`config.mk`:
```
export PLATFORM = sky130hd
export DESIGN_NAME = xmm_write_arbiter_flat
export DESIGN_NICKNAME = d
export VERILOG_FILES = /design/src/rtl/xmm_write_arbiter_if.sv /design/src/rtl/xmm_write_arbiter.sv /design/src/flat_wrapper.sv
export SDC_FILE = /design/constraint.sdc
export NUM_CORES = 1
export LEC_CHECK = 0
export CORE_MARGIN = 3
export CORE_UTILIZATION = 49
export CTS_BUF_LIST = sky130_fd_sc_hd__clkbuf_8
export DETAILED_ROUTE_END_ITERATION = 12
export PLACE_DENSITY = 0.87
export SETUP_SLACK_MARGIN = 0.02
export SYNTH_ARGS = -nofsm -noshare
export SYNTH_HDL_FRONTEND = slang
export SYNTH_SLANG_ARGS = --single-unit
export TNS_END_PERCENT = 5
```
`constraint.sdc`:
```
create_clock -name clk -period 7.1 [get_ports clk]
set_input_delay 2.13 -clock clk [delete_from_list [all_inputs] [get_ports clk]]
set_output_delay 2.13 -clock clk [all_outputs]
set_load 0.02 [all_outputs]
```
`src/rtl/xmm_write_arbiter_if.sv`:
```
// rtl/xmm_write_arbiter_if.sv - XMM write-port arbiter bundle: producer handshakes, write port, write-back record
// master = producers/observer side, slave = arbiter side.
interface xmm_write_arbiter_if #(
  parameter int ADDR_W = 5
);
  logic              alu_valid;
  logic [1:0]        alu_fmt;
  logic [ADDR_W-1:0] alu_rd;
  logic              alu_ready;
  logic              mem_valid;
  logic [ADDR_W-1:0] mem_rd;
  logic              mem_ready;
  logic              fpu_valid;
  logic [ADDR_W-1:0] fpu_rd;
  logic              fpu_ready;
  logic              xmm_stall;
  logic [2:0]        mux_src;
  logic              xmm_we;
  logic [ADDR_W-1:0] xmm_waddr;
  logic              wb_valid;
  logic [ADDR_W-1:0] wb_rd;
  logic [2:0]        wb_src;
  logic              fmt_err;
  logic [15:0]       wr_count;

  modport master (
    output alu_valid, alu_fmt, alu_rd, mem_valid, mem_rd, fpu_valid, fpu_rd, xmm_stall,
    input  alu_ready, mem_ready, fpu_ready, mux_src, xmm_we, xmm_waddr,
    input  wb_valid, wb_rd, wb_src, fmt_err, wr_count
  );

  modport slave (
    input  alu_valid, alu_fmt, alu_rd, mem_valid, mem_rd, fpu_valid, fpu_rd, xmm_stall,
    output alu_ready, mem_ready, fpu_ready, mux_src, xmm_we, xmm_waddr,
    output wb_valid, wb_rd, wb_src, fmt_err, wr_count
  );
endinterface

```
`src/rtl/xmm_write_arbiter.sv`:
```
// rtl/xmm_write_arbiter.sv - fixed-priority XMM write-port arbiter with age promotion and write-back record
// Base order mem > fpu > alu; a requester stalled MAX_WAIT cycles becomes urgent and beats non-urgent ones.
module xmm_write_arbiter #(
  parameter int ADDR_W   = 5,
  parameter int MAX_WAIT = 4
) (
  input logic                 clk,
  input logic                 rst_n,
  xmm_write_arbiter_if.slave  bus
);

  localparam logic [3:0] L_MAX_WAIT = 4'(MAX_WAIT);

  localparam logic [2:0] L_SRC_U32  = 3'b000;
  localparam logic [2:0] L_SRC_I32  = 3'b001;
  localparam logic [2:0] L_SRC_FP32 = 3'b010;
  localparam logic [2:0] L_SRC_MEM  = 3'b100;
  localparam logic [2:0] L_SRC_FPU  = 3'b110;

  logic [3:0]        r_wait_mem;
  logic [3:0]        r_wait_fpu;
  logic [3:0]        r_wait_alu;
  logic              r_wb_valid;
  logic [ADDR_W-1:0] r_wb_rd;
  logic [2:0]        r_wb_src;
  logic              r_fmt_err;
  logic [15:0]       r_wr_count;

  logic              w_urg_mem;
  logic              w_urg_fpu;
  logic              w_urg_alu;
  logic              w_any_urg;
  logic              w_gnt_mem;
  logic              w_gnt_fpu;
  logic              w_gnt_alu;
  logic              w_we;
  logic [2:0]        w_alu_src;
  logic [2:0]        w_mux_src;
  logic [ADDR_W-1:0] w_waddr;
  logic              w_bad_fmt;

  assign w_urg_mem = bus.mem_valid && (r_wait_mem == L_MAX_WAIT);
  assign w_urg_fpu = bus.fpu_valid && (r_wait_fpu == L_MAX_WAIT);
  assign w_urg_alu = bus.alu_valid && (r_wait_alu == L_MAX_WAIT);
  assign w_any_urg = w_urg_mem || w_urg_fpu || w_urg_alu;

  // rst_n gates the grant so the write port idles combinationally during reset.
  always_comb begin
    w_gnt_mem = 1'b0;
    w_gnt_fpu = 1'b0;
    w_gnt_alu = 1'b0;
    if (rst_n && !bus.xmm_stall) begin
      if (w_any_urg) begin
        if (w_urg_mem)      w_gnt_mem = 1'b1;
        else if (w_urg_fpu) w_gnt_fpu = 1'b1;
        else                w_gnt_alu = 1'b1;
      end else begin
        if (bus.mem_valid)      w_gnt_mem = 1'b1;
        else if (bus.fpu_valid) w_gnt_fpu = 1'b1;
        else if (bus.alu_valid) w_gnt_alu = 1'b1;
      end
    end
  end

  always_comb begin
    w_alu_src = L_SRC_U32;
    case (bus.alu_fmt)
      2'b01:   w_alu_src = L_SRC_I32;
      2'b10:   w_alu_src = L_SRC_FP32;
      default: w_alu_src = L_SRC_U32;
    endcase
  end

  always_comb begin
    w_mux_src = L_SRC_U32;
    w_waddr   = '0;
    if (w_gnt_mem) begin
      w_mux_src = L_SRC_MEM;
      w_waddr   = bus.mem_rd;
    end else if (w_gnt_fpu) begin
      w_mux_src = L_SRC_FPU;
      w_waddr   = bus.fpu_rd;
    end else if (w_gnt_alu) begin
      w_mux_src = w_alu_src;
      w_waddr   = bus.alu_rd;
    end
  end

  assign w_we      = w_gnt_mem || w_gnt_fpu || w_gnt_alu;
  assign w_bad_fmt = w_gnt_alu && (bus.alu_fmt == 2'b11);

  assign bus.mem_ready = w_gnt_mem;
  assign bus.fpu_ready = w_gnt_fpu;
  assign bus.alu_ready = w_gnt_alu;
  assign bus.xmm_we    = w_we;
  assign bus.mux_src   = w_mux_src;
  assign bus.xmm_waddr = w_waddr;
  assign bus.wb_valid  = r_wb_valid;
  assign bus.wb_rd     = r_wb_rd;
  assign bus.wb_src    = r_wb_src;
  assign bus.fmt_err   = r_fmt_err;
  assign bus.wr_count  = r_wr_count;

  // Grant or an idle requester clears the age; otherwise it ages, stall included.
  function automatic logic [3:0] next_wait(input logic valid, input logic gnt,
                                           input logic [3:0] cur);
    if (!valid || gnt)          return 4'd0;
    else if (cur >= L_MAX_WAIT) return L_MAX_WAIT;
    else                        return cur + 4'd1;
  endfunction

  always_ff @(posedge clk or negedge rst_n) begin
    if (!rst_n) begin
      r_wait_mem <= 4'd0;
      r_wait_fpu <= 4'd0;
      r_wait_alu <= 4'd0;
      r_wb_valid <= 1'b0;
      r_wb_rd    <= '0;
      r_wb_src   <= 3'b000;
      r_fmt_err  <= 1'b0;
      r_wr_count <= 16'd0;
    end else begin
      r_wait_mem <= next_wait(bus.mem_valid, w_gnt_mem, r_wait_mem);
      r_wait_fpu <= next_wait(bus.fpu_valid, w_gnt_fpu, r_wait_fpu);
      r_wait_alu <= next_wait(bus.alu_valid, w_gnt_alu, r_wait_alu);
      r_wb_valid <= w_we;
      r_wb_rd    <= w_waddr;
      r_wb_src   <= w_mux_src;
      if (w_bad_fmt) r_fmt_err <= 1'b1;
      if (w_we)      r_wr_count <= r_wr_count + 16'd1;
    end
  end

endmodule
```
`src/flat_wrapper.sv`:
```
// flat-port wrapper written by rule: the top's interface ports become plain ports
module xmm_write_arbiter_flat 
#(
  parameter int ADDR_W   = 5,
  parameter int MAX_WAIT = 4
)
  (clk, rst_n, bus_alu_valid, bus_alu_fmt, bus_alu_rd, bus_mem_valid, bus_mem_rd, bus_fpu_valid, bus_fpu_rd, bus_xmm_stall, bus_alu_ready, bus_mem_ready, bus_fpu_ready, bus_mux_src, bus_xmm_we, bus_xmm_waddr, bus_wb_valid, bus_wb_rd, bus_wb_src, bus_fmt_err, bus_wr_count);
  xmm_write_arbiter_if #(.ADDR_W(ADDR_W)) bus_i ();
  input logic clk;
  input logic rst_n;
  input wire logic [$bits(bus_i.alu_valid)-1:0] bus_alu_valid;
  input wire logic [$bits(bus_i.alu_fmt)-1:0] bus_alu_fmt;
  input wire logic [$bits(bus_i.alu_rd)-1:0] bus_alu_rd;
  input wire logic [$bits(bus_i.mem_valid)-1:0] bus_mem_valid;
  input wire logic [$bits(bus_i.mem_rd)-1:0] bus_mem_rd;
  input wire logic [$bits(bus_i.fpu_valid)-1:0] bus_fpu_valid;
  input wire logic [$bits(bus_i.fpu_rd)-1:0] bus_fpu_rd;
  input wire logic [$bits(bus_i.xmm_stall)-1:0] bus_xmm_stall;
  output wire logic [$bits(bus_i.alu_ready)-1:0] bus_alu_ready;
  output wire logic [$bits(bus_i.mem_ready)-1:0] bus_mem_ready;
  output wire logic [$bits(bus_i.fpu_ready)-1:0] bus_fpu_ready;
  output wire logic [$bits(bus_i.mux_src)-1:0] bus_mux_src;
  output wire logic [$bits(bus_i.xmm_we)-1:0] bus_xmm_we;
  output wire logic [$bits(bus_i.xmm_waddr)-1:0] bus_xmm_waddr;
  output wire logic [$bits(bus_i.wb_valid)-1:0] bus_wb_valid;
  output wire logic [$bits(bus_i.wb_rd)-1:0] bus_wb_rd;
  output wire logic [$bits(bus_i.wb_src)-1:0] bus_wb_src;
  output wire logic [$bits(bus_i.fmt_err)-1:0] bus_fmt_err;
  output wire logic [$bits(bus_i.wr_count)-1:0] bus_wr_count;
  assign bus_i.alu_valid = bus_alu_valid;
  assign bus_i.alu_fmt = bus_alu_fmt;
  assign bus_i.alu_rd = bus_alu_rd;
  assign bus_i.mem_valid = bus_mem_valid;
  assign bus_i.mem_rd = bus_mem_rd;
  assign bus_i.fpu_valid = bus_fpu_valid;
  assign bus_i.fpu_rd = bus_fpu_rd;
  assign bus_i.xmm_stall = bus_xmm_stall;
  assign bus_alu_ready = bus_i.alu_ready;
  assign bus_mem_ready = bus_i.mem_ready;
  assign bus_fpu_ready = bus_i.fpu_ready;
  assign bus_mux_src = bus_i.mux_src;
  assign bus_xmm_we = bus_i.xmm_we;
  assign bus_xmm_waddr = bus_i.xmm_waddr;
  assign bus_wb_valid = bus_i.wb_valid;
  assign bus_wb_rd = bus_i.wb_rd;
  assign bus_wb_src = bus_i.wb_src;
  assign bus_fmt_err = bus_i.fmt_err;
  assign bus_wr_count = bus_i.wr_count;
  xmm_write_arbiter #(.ADDR_W(ADDR_W), .MAX_WAIT(MAX_WAIT)) u_core (.clk(clk), .rst_n(rst_n), .bus(bus_i));
endmodule
```
==> results of run 1 <==
## cells in the final DEF, fill, tap and decap left out, types with 2 or more instances in the layout
cell             instances
nand4b_1                 3
xnor2_1                 12
clkdlybuf4s50_1         59
nand2b_1                 2
nand2_1                 10
nor4_1                   2
clkbuf_8                 6
conb_1                   3
and2_1                   2
dfrtp_1                 38
nor3_1                   4
nand3b_1                 2
inv_1                   15
and4_1                   3
nand4_1                  3
a31o_2                   2
ha_1                     7
nand3_1                  6
a32oi_1                  5
nor2_1                   6
mux2i_1                  5
xor2_1                   3
## flip-flops by register name, summed over array words and instances (netlist names)
signal,count
u_core.r_wait_alu,4
u_core.bus.fmt_err,1
u_core.bus.wr_count,16
u_core.bus.wb_src,3
u_core.bus.wb_rd,5
u_core.r_wait_fpu,4
u_core.r_wait_mem,4
u_core.bus.wb_valid,1
## cells in the mapped netlist, drive strengths merged
cell	number
a21oi	2
nand4	3
and2	2
a31oi	1
and4	3
a2111oi	1
nand2	10
or2	1
nor4	3
or2b	1
xnor2	12
conb	1
nand4b	3
nor4b	2
a31o	2
mux2i	5
and4b	2
and3b	1
inv	15
o21ai	1
dfrtp	38
a32oi	5
mux2	1
nor3	5
and3	1
o311a	1
nand3	6
o211ai	1
buf	1
nor2	6
nand2b	2
xor2	3
ha	7
nand3b	2
## worst reg2reg max path: stages, from the launching register on
cell,delay [ns]
dfrtp_1,0.38
inv_1,0.06
ha_1,0.23
and4b_4,0.22
a2111oi_4,0.60
a32oi_1,0.10
mux2i_1,0.24
## logic make-up (layout without fill, tap and decap cells)
logic type	Yosys count	count (layout)
buffers and inverters	16	84
flip-flops	38	38
other	1	3
multiplexers	6	6
XOR/XNOR	15	15
adder cells (fa/ha/maj)	7	7
AND/OR/NAND/NOR	53	53
AO/OA/AOI/OAI	14	14
## per-layer routing
layer,vias up,track usage [%]
li1,664,-
met1,685,27.1
met2,57,35.2
met3,17,4.25
met4,0,13.5
met5,-,0
## final timing paths
| kind | to | slack [ns] | cells past startpoint |
|---|---|---|---|
| max | bus_xmm_waddr[1] | 0.44 | 6 |
| min | u_core.r_wait_mem[0] | 0.46 | 1 |
| max reg2reg | u_core.bus.wb_rd[1] | 5.17 | 6 |
| min reg2reg | u_core.r_wait_mem[0] | 0.46 | 1 |
| max in group asynchronous | u_core.bus.wr_count[5] | 4.80 | 2 |
| min in group asynchronous | u_core.bus.wr_count[1] | 1.95 | 2 |
## report_power, final
| part | internal (W) | switching (W) | total (W) | leakage (nW) |
|---|---|---|---|---|
| logic | 0.0000749 | 0.0000751 | 0.000150 | 0.547 |
| clock network | 0.0000780 | 0.0000793 | 0.000157 | 0.0472 |
| registers | 0.000241 | 0.0000292 | 0.000270 | 0.502 |
## layout make-up
| type | instances | area (um^2) | area share, % |
|---|---|---|---|
| clock buffers | 6 | 82.6 | 3.26 |
| well taps | 46 | 57.6 | 2.27 |
| clock inverters | 2 | 12.5 | 0.494 |
| inverters | 15 | 56.3 | 2.22 |
| flip-flops and latches | 38 | 951 | 37.6 |
| repair buffers | 61 | 603 | 23.8 |
| multi-input cells | 98 | 768 | 30.4 |
## metrics by stage
step | hold WS, ns | area, um^2 | cells | setup WS, ns | util, %
floorplan | 0.432 | 1780 | 152 | 1.47 | -
global placement | 0.446 | 2440 | 258 | 0.553 | 71.3
detailed placement | 0.457 | 2440 | 258 | 0.477 | 71.3
CTS | 0.468 | 2530 | 266 | 0.478 | 74.1
global route | 0.495 | 2530 | 266 | 0.323 | 74.1
finish | 0.463 | 2530 | 266 | 0.443 | 74.1
==> impl_metrics.env, run 1 <==
export IMPL_power_leakage_nw=1.10
export IMPL_h_tree_depth=2
export IMPL_synth_top_cell_by_area="dfrtp_1"
export IMPL_num_vias=1423
export IMPL_wl_per_cell_um=16.0
export IMPL_antenna_found_initial=0
export IMPL_crit_top_cell="clkdlybuf4s50_1"
export IMPL_worstPathMaxFanout=10
export IMPL_cts_repair_resized=0
export IMPL_wl_um=4260
export IMPL_fin_skew_ns=0.00548
export IMPL_drt_pass1_iter_count=4
export IMPL_power_density_nw_per_um2=228
export IMPL_fp_dieH_um=66.2
export IMPL_synth_top_cell_area_share_pct=53.6
export IMPL_remaining_drc_errors=0
export IMPL_drive_gt1_share_pct=9.55
export IMPL_synth_area_leaders="dfrtp_1 (54%), xnor2_1 (5.9%), ha_1 (4.9%)"
export IMPL_maxSlewViolCount=0
export IMPL_hold_violations=0
export IMPL_worst_r2r_startpoint="u_core.r_wait_fpu[0]"
export IMPL_grt_pass1_vias=1491
export IMPL_tritoncts="built"
export IMPL_holdBufCountCts=0
export IMPL_place_gp_congestion=0.867
export IMPL_ios=61
export IMPL_cp_end_kind="output pin"
export IMPL_fillers=231
export IMPL_synth_area_um2=1770
export IMPL_cts_repair_timing_setup_buffer_count=0
export IMPL_cts_sinks=38
export IMPL_synth_simple_area_share_pct=19.4
export IMPL_setup_worst_path_start_class="input port"
export IMPL_yosys_cell_types_count=39
export IMPL_clkLatencyLatePin_ns=0.30
export IMPL_setup_viol=0
export IMPL_critPathMaxStageDelay_ns=0.65
export IMPL_avgSynthCellArea_um2=11.8
export IMPL_fmax_mhz=150
export IMPL_fin_setup_tns_ns=0
export IMPL_clk_pin_slew_ns=0.07
export IMPL_dr_wl_met2_um=2150
export IMPL_cp_arrival_ns=4.53
export IMPL_yosys_area_share_adder_pct=4.94
export IMPL_grt_max_degree=39
export IMPL_num_rows=21
export IMPL_grt_total_usage_pct=22.0
export IMPL_io_buffer_count=60
export IMPL_worstPathRequired_ns=4.97
export IMPL_final_nets=249
export IMPL_die_w_um=66.2
export IMPL_grt_overflow_total=0
export IMPL_finalCritPeriodShare_pct=93.8
export IMPL_critPathBufInv=2
export IMPL_root_buffer="clkbuf_8"
export IMPL_wl_met1_um=1770
export IMPL_grt_pass1_wl_um=6980
export IMPL_ant_nets=0
export IMPL_synth_compound_area_share_pct=7.48
export IMPL_crit_chain="clkdlybuf4s50_1, or2_4, a2111oi_4, a32oi_1, mux2i_1, clkdlybuf4s50_1"
export IMPL_coreArea_um2=3420
export IMPL_routed_top_layer="met4"
export IMPL_slew_headroom_pct=56.5
export IMPL_period_needed_ns=6.66
export IMPL_rsz0062_at_grt="no"
export IMPL_dieArea_um2=4380
export IMPL_min_from="u_core.r_wait_mem[0]"
export IMPL_cts_buffers=5
export IMPL_peakVddDrop_v=0.000156
export IMPL_yosys_mux_area_fraction_pct=3.46
export IMPL_syn_to_final_growth_pct=42.8
export IMPL_ys_seq_area_share_pct=53.6
export IMPL_crit_path_top_delay_cell="clkdlybuf4s50_1"
export IMPL_start_util_pct=51.9
export IMPL_drv_cap=0
export IMPL_met3_length_um=183
export IMPL_synth_top_family_by_area="simple AND/OR/NAND/NOR gates"
export IMPL_dp_hpwl_um=3260
export IMPL_drtIter0Drc=120
export IMPL_antenna_cells=0
export IMPL_power_w=0.000577
export IMPL_synthCells=150
export IMPL_path_delay_family="buffers and inverters"
export IMPL_ys_ff_latch=38
export IMPL_status="finished clean"
export IMPL_yosys_area_share_xor_xnor_pct=7.41
export IMPL_crit_type="in2out"
export IMPL_viasPerCell=5.35
export IMPL_crit_start="bus_fpu_valid"
export IMPL_yosys_warnings=0
export IMPL_tightest_slew_ns=0.647
export IMPL_hold_class="reg2reg"
export IMPL_clockBufferDepth=2
(Power assumes the default switching activity.)
==> run 2, diff against run 1 <==
--- a/config.mk
+++ b/config.mk
@@ -9,8 +9,10 @@
 export CORE_UTILIZATION = 49
 export CTS_BUF_LIST = sky130_fd_sc_hd__clkbuf_8
 export DETAILED_ROUTE_END_ITERATION = 12
+export MAX_ROUTING_LAYER = met4
 export PLACE_DENSITY = 0.87
 export SETUP_SLACK_MARGIN = 0.02
+export SLEW_MARGIN = 40
 export SYNTH_ARGS = -nofsm -noshare
 export SYNTH_HDL_FRONTEND = slang
 export SYNTH_SLANG_ARGS = --single-unit
==> impl_metrics.env, run 2 (synthesized netlist as in run 1, its figures left out) <==
export IMPL_clkLatencyLatePin_ns=0.30
export IMPL_grt_total_usage_pct=22.5
export IMPL_cts_sinks=38
export IMPL_antenna_found_initial=0
export IMPL_ios=61
export IMPL_crit_type="in2out"
export IMPL_io_buffer_count=60
export IMPL_final_nets=249
export IMPL_status="finished clean"
export IMPL_holdBufCountCts=0
export IMPL_slew_headroom_pct=56.5
export IMPL_final_cell_area_um2=2530
export IMPL_num_rows=21
export IMPL_cts_buffers=5
export IMPL_syn_to_final_growth_pct=42.8
export IMPL_dp_hpwl_um=3260
export IMPL_drt_pass1_iter_count=4
export IMPL_cts_repair_resized=0
export IMPL_placed_area_um2=2440
export IMPL_cp_end_kind="output pin"
export IMPL_drv_cap=0
export IMPL_crit_top_cell="clkdlybuf4s50_1"
export IMPL_fin_skew_ns=0.00487
export IMPL_grt_max_degree=39
export IMPL_antenna_cells=0
export IMPL_fin_setup_tns_ns=0
export IMPL_wl_um=4250
export IMPL_crit_path_top_delay_cell="clkdlybuf4s50_1"
export IMPL_hold_class="reg2reg"
export IMPL_num_vias=1422
export IMPL_wl_met1_um=1770
export IMPL_grt_pass1_vias=1490
export IMPL_tightest_slew_ns=0.648
export IMPL_layout_common_cells="clkdlybuf4s50_1 (59), dfrtp_1 (38), inv_1 (15), xnor2_1 (12), nand2_1 (10)"
export IMPL_routed_top_layer="met4"
export IMPL_dieArea_um2=4380
export IMPL_worstPathMaxFanout=10
export IMPL_met3_length_um=176
export IMPL_rsz0062_at_grt="no"
export IMPL_drive_gt1_share_pct=9.55
export IMPL_path_delay_family="buffers and inverters"
export IMPL_viasPerCell=5.35
export IMPL_coreArea_um2=3420
export IMPL_root_buffer="clkbuf_8"
export IMPL_mostFrequentLayoutCell="clkdlybuf4s50_1"
export IMPL_clockBufferDepth=2
export IMPL_drtIter0Drc=114
export IMPL_setup_viol=0
export IMPL_power_density_nw_per_um2=228
export IMPL_wl_per_cell_um=16.0
export IMPL_clk_pin_slew_ns=0.07
export IMPL_hold_violations=0
export IMPL_tritoncts="built"
export IMPL_fp_dieH_um=66.2
export IMPL_fillers=231
export IMPL_peakVddDrop_v=0.000156
export IMPL_finalCritPeriodShare_pct=93.8
export IMPL_grt_overflow_total=0
export IMPL_fmax_mhz=150
export IMPL_h_tree_depth=2
export IMPL_worstPathRequired_ns=4.97
export IMPL_remaining_drc_errors=0
export IMPL_period_needed_ns=6.66
export IMPL_place_gp_congestion=0.882
export IMPL_utilization_pct=74.1
export IMPL_ant_nets=0
export IMPL_setup_worst_path_start_class="input port"
export IMPL_maxSlewViolCount=0
export IMPL_critPathMaxStageDelay_ns=0.65
export IMPL_grt_pass1_wl_um=6980
export IMPL_critPathBufInv=2
export IMPL_crit_chain="clkdlybuf4s50_1, or2_4, a2111oi_4, a32oi_1, mux2i_1, clkdlybuf4s50_1"
export IMPL_dr_wl_met2_um=2160
export IMPL_largest_reg_flops=16
export IMPL_start_util_pct=51.9
export IMPL_power_leakage_nw=1.10
export IMPL_die_w_um=66.2
export IMPL_cp_arrival_ns=4.53
export IMPL_cts_repair_timing_setup_buffer_count=0
run 2: final cells by class:
cell class                      count  area, um^2  area share [%]
Clock inverter                      2        12.5           0.494
Multi-Input combinational cell     98         768            30.4
Clock buffer                        6        82.6            3.26
Tap cell                           46        57.6            2.27
Inverter                           15        56.3            2.22
Timing Repair Buffer               61         603            23.8
Sequential cell                    38         951            37.6
run 2: worst register-to-register path, cell delays in order, from the launching register on:
cell,delay (ns)
dfrtp_1,0.38
inv_1,0.06
ha_1,0.23
and4b_4,0.22
a2111oi_4,0.60
a32oi_1,0.10
mux2i_1,0.24
run 2: metal layers:
layer  vias to the layer above  track usage (%)
li1                        665                -
met1                       690             27.2
met2                        54             35.2
met3                        13             4.08
met4                         0             13.5
met5                         -                -
run 2: metrics by stage:
step | setup WS (ns) | hold WS [ns] | power, W | std cells
global placement | 0.553 | 0.446 | 0.000417 | 258
finish | 0.442 | 0.463 | 0.000577 | 266
CTS | 0.478 | 0.468 | 0.000583 | 266
floorplan | 1.47 | 0.432 | 0.000342 | 152
global route | 0.323 | 0.495 | 0.000604 | 266
detailed placement | 0.477 | 0.457 | 0.000425 | 258
run 2: final timing paths:
| kind | slack, ns | endpoint | startpoint | depth (start not counted) |
|---|---|---|---|---|
| worst min register to register | 0.46 | u_core.r_wait_mem[0] | u_core.r_wait_mem[0] | 1 |
| max in group asynchronous | 4.82 | u_core.bus.wr_count[5] | rst_n | 2 |
| worst max register to register | 5.16 | u_core.bus.wb_rd[1] | u_core.r_wait_fpu[0] | 6 |
| min in group asynchronous | 1.95 | u_core.bus.wr_count[1] | rst_n | 2 |
| worst min-delay path | 0.46 | u_core.r_wait_mem[0] | u_core.r_wait_mem[0] | 1 |
| worst max-delay path | 0.44 | bus_xmm_waddr[1] | bus_fpu_valid | 6 |
run 2: power breakdown:
part           switching (W)  leakage [nW]  total, W  internal, W
Clock              0.0000797        0.0472  0.000158    0.0000780
Combinational      0.0000749         0.547  0.000150    0.0000749
Sequential         0.0000291         0.502  0.000270     0.000241
==> run 3, diff against run 2 <==
--- a/config.mk
+++ b/config.mk
@@ -5,6 +5,7 @@
 export SDC_FILE = /design/constraint.sdc
 export NUM_CORES = 1
 export LEC_CHECK = 0
+export CAP_MARGIN = 20
 export CORE_MARGIN = 3
 export CORE_UTILIZATION = 49
 export CTS_BUF_LIST = sky130_fd_sc_hd__clkbuf_8
==> results of run 3 <==
No change in the layout: final DEF, timing and power equal those of run 2.
